### config.mk
export PLATFORM = sky130hd
export DESIGN_NAME = mem_arbiter
export DESIGN_NICKNAME = d
export VERILOG_FILES = /design/src/rtl/mem_arbiter.sv
export SDC_FILE = /design/constraint.sdc
export NUM_CORES = 1
export LEC_CHECK = 0
export ABC_AREA = 1
export BUFFER_PORTS_ARGS = -buffer_cell sky130_fd_sc_hd__buf_2
export CAP_MARGIN = 20
export CORE_MARGIN = 8
export CORE_UTILIZATION = 35
export DETAILED_ROUTE_END_ITERATION = 6
export PLACE_DENSITY = 0.7
export REMOVE_ABC_BUFFERS = 1
export SYNTH_ARGS = -nofsm -noshare
export SYNTH_HDL_FRONTEND = slang
export SYNTH_SLANG_ARGS = --single-unit
### constraint.sdc
create_clock -name clk -period 4.2 [get_ports clk]
set_input_delay 0.42 -clock clk [delete_from_list [all_inputs] [get_ports clk]]
set_output_delay 0.42 -clock clk [all_outputs]
set_load 0.05 [all_outputs]
### src/rtl/mem_arbiter.sv
// Arbitrates the single RAM port between VGA (read-only, priority) and Core (read/write).
// One registered command per cycle; read data is steered back to the issuer via a tag pipe.
module mem_arbiter #(
  parameter int ADDR_W        = 24,
  parameter int DATA_W        = 16,
  parameter int RD_LAT        = 1,
  parameter int CORE_MAX_WAIT = 4
) (
  input  logic              clk,
  input  logic              rst,
  input  logic              vga_req,
  input  logic [ADDR_W-1:0] vga_addr,
  output logic              vga_ack,
  output logic              vga_rvalid,
  output logic [DATA_W-1:0] vga_rdata,
  input  logic              core_req,
  input  logic              core_we,
  input  logic [ADDR_W-1:0] core_addr,
  input  logic [DATA_W-1:0] core_wdata,
  output logic              core_ack,
  output logic              core_rvalid,
  output logic [DATA_W-1:0] core_rdata,
  output logic [ADDR_W-1:0] ram_addr,
  output logic              ram_we,
  output logic [DATA_W-1:0] ram_wdata,
  input  logic [DATA_W-1:0] ram_rdata,
  output logic [1:0]        grant_owner
);

  typedef enum logic [1:0] {
    OWN_NONE = 2'b00,
    OWN_VGA  = 2'b01,
    OWN_CORE = 2'b10
  } owner_e;

  localparam logic [3:0] WAIT_MAX = 4'(CORE_MAX_WAIT);

  owner_e              state_q, state_d;
  logic [3:0]          wait_cnt_q, wait_cnt_d;
  logic [ADDR_W-1:0]   ram_addr_q, ram_addr_d;
  logic                ram_we_q, ram_we_d;
  logic [DATA_W-1:0]   ram_wdata_q, ram_wdata_d;
  owner_e              tag_q [RD_LAT];
  owner_e              tag_d [RD_LAT];
  owner_e              rd_owner, ret_owner;
  logic                vga_rvalid_q, vga_rvalid_d;
  logic [DATA_W-1:0]   vga_rdata_q, vga_rdata_d;
  logic                core_rvalid_q, core_rvalid_d;
  logic [DATA_W-1:0]   core_rdata_q, core_rdata_d;
  logic                core_force;

  // Core wins a contended cycle only once it has been starved for WAIT_MAX cycles
  assign core_force = core_req && (wait_cnt_q == WAIT_MAX);
  assign vga_ack    = vga_req && !core_force;
  assign core_ack   = core_req && (!vga_req || core_force);

  always_comb begin
    wait_cnt_d = wait_cnt_q;
    if (!core_req || core_ack) begin
      wait_cnt_d = 4'd0;
    end else if (wait_cnt_q != WAIT_MAX) begin
      wait_cnt_d = wait_cnt_q + 4'd1;
    end
  end

  always_comb begin
    state_d     = OWN_NONE;
    ram_addr_d  = ram_addr_q;
    ram_we_d    = 1'b0;
    ram_wdata_d = ram_wdata_q;
    if (vga_ack) begin
      state_d    = OWN_VGA;
      ram_addr_d = vga_addr;
    end else if (core_ack) begin
      state_d    = OWN_CORE;
      ram_addr_d = core_addr;
      ram_we_d   = core_we;
      if (core_we) begin
        ram_wdata_d = core_wdata;
      end
    end
  end

  // The command register is the first stage; the tag pipe covers the RAM latency
  always_comb begin
    rd_owner = OWN_NONE;
    if (state_q == OWN_VGA) begin
      rd_owner = OWN_VGA;
    end else if (state_q == OWN_CORE && !ram_we_q) begin
      rd_owner = OWN_CORE;
    end
  end

  always_comb begin
    for (int i = 0; i < RD_LAT; i++) begin
      tag_d[i] = OWN_NONE;
    end
    tag_d[0] = rd_owner;
    for (int i = 1; i < RD_LAT; i++) begin
      tag_d[i] = tag_q[i-1];
    end
  end

  assign ret_owner = tag_q[RD_LAT-1];

  always_comb begin
    vga_rvalid_d  = (ret_owner == OWN_VGA);
    core_rvalid_d = (ret_owner == OWN_CORE);
    vga_rdata_d   = vga_rdata_q;
    core_rdata_d  = core_rdata_q;
    if (ret_owner == OWN_VGA) begin
      vga_rdata_d = ram_rdata;
    end
    if (ret_owner == OWN_CORE) begin
      core_rdata_d = ram_rdata;
    end
  end

  always_ff @(posedge clk or posedge rst) begin
    if (rst) begin
      state_q       <= OWN_NONE;
      wait_cnt_q    <= 4'd0;
      ram_addr_q    <= '0;
      ram_we_q      <= 1'b0;
      ram_wdata_q   <= '0;
      vga_rvalid_q  <= 1'b0;
      vga_rdata_q   <= '0;
      core_rvalid_q <= 1'b0;
      core_rdata_q  <= '0;
      for (int i = 0; i < RD_LAT; i++) begin
        tag_q[i] <= OWN_NONE;
      end
    end else begin
      state_q       <= state_d;
      wait_cnt_q    <= wait_cnt_d;
      ram_addr_q    <= ram_addr_d;
      ram_we_q      <= ram_we_d;
      ram_wdata_q   <= ram_wdata_d;
      vga_rvalid_q  <= vga_rvalid_d;
      vga_rdata_q   <= vga_rdata_d;
      core_rvalid_q <= core_rvalid_d;
      core_rdata_q  <= core_rdata_d;
      for (int i = 0; i < RD_LAT; i++) begin
        tag_q[i] <= tag_d[i];
      end
    end
  end

  assign grant_owner = state_q;
  assign ram_addr    = ram_addr_q;
  assign ram_we      = ram_we_q;
  assign ram_wdata   = ram_wdata_q;
  assign vga_rvalid  = vga_rvalid_q;
  assign vga_rdata   = vga_rdata_q;
  assign core_rvalid = core_rvalid_q;
  assign core_rdata  = core_rdata_q;

endmodule

---- Word level (Yosys, flattened, before mapping) ----
Index checks and enable logic that the tools add are counted.
storage, ports and cells
  flip-flop bits (word level) ............. 83
  bits in latches ......................... 0
  RAM bits ................................ 0
  memory bits (read-only) ................. 0
  output and inout bits ................... 79
  word-level logic and storage cells ...... 41
  memories ................................ 0
operators by class
  add/subtract/negate cells ............... 1
  multipliers ............................. 0
  divide/modulo/power cells ............... 0
  magnitude comparators ................... 0
  equal/unequal tests ..................... 6
  shift-type cells ........................ 0
  mux-type cells .......................... 10
  bitwise logic cells ..................... 1
  reduce and logical (&&, ||, !) cells .... 13
operators by type and width
  cell                                                   number
  2-to-1 mux 24 bit                                      2
  2-to-1 mux 2 bit                                       4
  2-to-1 mux 4 bit                                       2
  adder 4 x 1 -> 4 bit, second input constant            1
  equality test 2 x 1 -> 1 bit, second input constant    2
  equality test 2 bit, second input constant             2
  equality test 4 x 3 -> 1 bit, second input constant    1
  logical AND 1 bit                                      4
  zero test 1 bit                                        4
  inequality test 4 x 3 -> 1 bit, second input constant  1
  nonzero test 2 bit                                     2
  AND reduction 3 bit                                    1
  logical OR 1 bit                                       2
  2-to-1 mux 1 bit                                       2
  NOT 1 bit                                              1

---- Depth between registers and ports, before layout ----
  depth after elaboration ................. 6
  mapped depth ............................ 11

---- Worst setup path after synthesis ----
No wires, ideal clock.
  path kind ............................... reg2out
  from .................................... register wait_cnt_q[0]
  to ...................................... output core_ack
  arrival ................................. 1,400 ps
  path slack .............................. 2,380 ps
  stages on the path, launching flop included .. 11
  cells stage by stage .................... dfrtp_1 inv_1 ha_1 nand2_1 inv_1 nand2_1 nand2_2 buf_6 buf_6 nand2_1 inv_1
between the ends
  longest elaborated chain between the ends .. 4
RTL lines
  what                          line  text
  start: declaration            39    logic [3:0] wait_cnt_q, wait_cnt_d;
  start signal: assignment      135   wait_cnt_q <= wait_cnt_d;
  equality test 4 x 3 -> 1 bit  53    assign core_force = core_req && (wait_cnt_q == WAIT_MAX);
  logical AND 1 bit             53
  logical OR 1 bit              55    assign core_ack = core_req && (!vga_req || core_force);
  logical AND 1 bit             55
  end: declaration              20    output logic core_ack,
No other way between the ends.

---- Final worst setup path ----
  from .................................... register wait_cnt_q[0]
  to ...................................... output vga_ack
between the ends
  longest elaborated chain between the ends .. 4
RTL lines
  what                          line  text
  equality test 4 x 3 -> 1 bit  53
  logical AND 1 bit             53
  zero test 1 bit               54    assign vga_ack = vga_req && !core_force;
  logical AND 1 bit             54
  end: declaration              13    output logic vga_ack,
No other way between the ends.

==> results.ini <==
[global_routing]
grt_max_degree = 56
globalRoute.totalOverflow = 0
grt_first_pass_wirelength_mm = 15.90
initial_antenna_violation_count = 0
grt_usage_pct = 15.33
first_global_vias = 3167

[worst_setup_path]
critical_path.endpoint = vga_ack
timing.critical_path.to_type = primary output
path_class = reg2out
r2r_cells = 10
cpPeakStageDelay_ns = 0.40
regToRegEndpoint = ram_wdata[2]
crit_path_cell_trace = inv_1 > ha_1 > nand2_1 > inv_1 > nand2_1 > nand2_2 > inv_1 > buf_4 > buf_2
worst_r2r_startpoint = wait_cnt_q[0]
critPathRequiredTime_ns = 3.78
ff2ff_setup_slack_ns = 2.26
most_frequent_cell_on_critical_path = sky130_fd_sc_hd__inv_1
timing.critical_path.arrival_ns = 2.02
critical_path_source = wait_cnt_q[0]
crit_path_top_delay_cell = sky130_fd_sc_hd__dfrtp_1
critPathLaunchType = register
worstPathMaxFanout = 26

[run]
max_cap_violations = 0

[synth]
ys_warns = 0
yosys_register_bits = 83
synth_area_per_inst_um2 = 9.277
post_synth_instance_area_um2 = 3377
synth.distinct_cells = 19
ys_seq_area_share_pct = 61.50
syn_inst_count = 364

[sta]
slew_viol_final = 0
setup-tns-final_ns = 0
setup_viol = 0
layout_worst_path_cycle_share_pct = 58.05
max-slew-margin-rel_pct = 36.14
timing.final.hold_violations = 0
clock_skew_ns = 0.009646
finalWorstPathRequiredPeriod_ns = 2.438
max_freq_mhz = 410.1
grt_setup_unrepaired = false
tightestPinTransition_ns = 0.9556

[route]
route.vias.total = 3008
postRouteWirelength_mm = 9.771
initialDrtViolationCount = 195
route.antenna.remaining_nets = 0
route.detailed.drc = 0
drt-vias-per-instance = 4.578
post_drt_wl_per_cell_um = 14.87
drt_first_pass_iters = 4

[power]
power_leakage_nw = 2.488
power_density_nw_per_um2 = 513.3
ir_worst_vdd_v = 0.0001786

[placement]
placement.io_buffers = 163
dp_hpwl_mm = 7.128
routabilityCongestion = 0.8150

[clock_network]
post-cts-setup-buffers = 0
cts_tree = built
insertion_delay_ns = 0.35
cts_sinks = 83
cts_buffers = 9
clock_tree.htree_level_count = 3
cts-root-buf = sky130_fd_sc_hd__clkbuf_8
cts.path.max_buffers = 2
postCtsHoldBufs = 0
cts-resized-gates = 0
clkSlewWorstSetupHoldPaths_ns = 0.09

[floorplanning]
floorplan.rows = 36
ioPinCount = 164
fp.dieArea_um2 = 13050
fp.dieH_um = 114.2
coreArea_um2 = 9549
initial_utilization_pct = 35.36
chipWidth_um = 114.2

[hold_path]
timing.hold.worst.class = in2async

[status]
status = finished, final reports clean

[finish]
antenna_cells = 0
mostFrequentLayoutCell = sky130_fd_sc_hd__buf_2
most-common-layout-cells = 163 x sky130_fd_sc_hd__buf_2, 117 x sky130_fd_sc_hd__nand2_1, 83 x sky130_fd_sc_hd__dfrtp_1
postLayoutCoreUtil_pct = 46.78
nets = 606
layout-drive-gt1-share_pct = 35.69
area_delta_synth_final_pct = 32.27

==> cells in the mapped netlist <==
cell type | number | area, um^2
sky130_fd_sc_hd__nand3_1 | 49 | 245.2
sky130_fd_sc_hd__buf_6 | 4 | 45.04
sky130_fd_sc_hd__nand3_4 | 1 | 17.52
sky130_fd_sc_hd__ha_1 | 2 | 25.02
sky130_fd_sc_hd__clkbuf_1 | 8 | 30.03
sky130_fd_sc_hd__nand4_1 | 16 | 100.1
sky130_fd_sc_hd__buf_4 | 5 | 37.54
sky130_fd_sc_hd__o21ai_0 | 32 | 160.2
sky130_fd_sc_hd__inv_1 | 29 | 108.9
sky130_fd_sc_hd__nand2_2 | 1 | 6.260
sky130_fd_sc_hd__xnor2_1 | 1 | 8.760
sky130_fd_sc_hd__xor2_1 | 1 | 8.760
sky130_fd_sc_hd__nor2_1 | 5 | 18.77
sky130_fd_sc_hd__buf_1 | 3 | 11.26
sky130_fd_sc_hd__nor3_1 | 3 | 15.01
sky130_fd_sc_hd__dfrtp_1 | 83 | 2077
sky130_fd_sc_hd__buf_2 | 3 | 15.01
sky130_fd_sc_hd__nand2_1 | 117 | 439.2
sky130_fd_sc_hd__nor3b_1 | 1 | 7.510
==> per-layer routing <==
metal	GRT usage [%]	share of wire (%)	routed length, um
met1	18.86	45	4407
met2	24.37	46	4447
met3	5.696	8.1	787
met4	4.791	1.3	129
met5	0	0	0
==> report_power, final <==
group	internal (W)	total [W]	switching [W]
clock network	0.000322	0.000608	0.000286
registers	0.000908	0.000968	0.0000598
logic	0.000155	0.000717	0.000563
total	0.00138	0.00229	0.000908
==> cells by family after synthesis <==
group,share of synthesized area (%)
simple gates,25.16
fa+ha+maj,0.7409
buf+inv,7.336
compound gates,4.742
flops,61.50
xor+xnor,0.5188
==> worst max-delay path: cells and delay by family (launching register included) <==
kind | cells | cell delay, ns
and+or+nand+nor | 3 | 0.30
adders and majority gates | 1 | 0.19
DFF | 1 | 0.40
buffers and inverters | 5 | 0.79
==> area by class of cell <==
type                            count  area (um^2)
Multi-Input combinational cell    229         1055
Inverter                           29        110.1
Clock buffer                       12        165.2
Sequential cell                    83         2077
Timing Repair Buffer              167        845.8
Clock inverter                      4        47.55
Tap cell                          133        166.4
Fill cell                         966         5082
==> registers in the layout (all words and copies together) (netlist names) <==
signal and count:
core_rdata 16, core_rvalid 1, grant_owner 2, ram_addr 24, ram_wdata 16, ram_we 1, ret_owner 2, vga_rdata 16
vga_rvalid 1, wait_cnt_q 4
==> per-stage QoR <==
stage | power, W | std cells | instance area [um^2] | hold WS, ns | setup WS (ns)
6_report | 0.002293 | 657 | 4467 | 0.2438 | 1.762
5_1_grt | 0.002406 | 657 | 4467 | 0.2701 | 1.537
4_1_cts | 0.002320 | 657 | 4467 | 0.2628 | 1.712
3_5_place_dp | 0.001708 | 641 | 4254 | 0.4260 | 2.109
3_3_place_gp | 0.001695 | 641 | 4254 | 0.4056 | 2.152
2_1_floorplan | 0.001485 | 341 | 3238 | 0.4130 | 1.643
==> worst min-delay path by stage <==
stage	cells past startpoint	startpoint	slack [ns]	to
after floorplan	1	ret_owner[0]	0.41	core_rvalid
after global placement	1	ram_we	0.41	ret_owner[1]
after detailed placement	1	ret_owner[0]	0.43	core_rvalid
after CTS	3	vga_addr[5]	0.26	ram_addr[5]
after global routing	3	vga_addr[8]	0.27	ram_addr[8]
final	2	rst	0.24	ram_addr[8]
(Power assumes the default switching activity.)
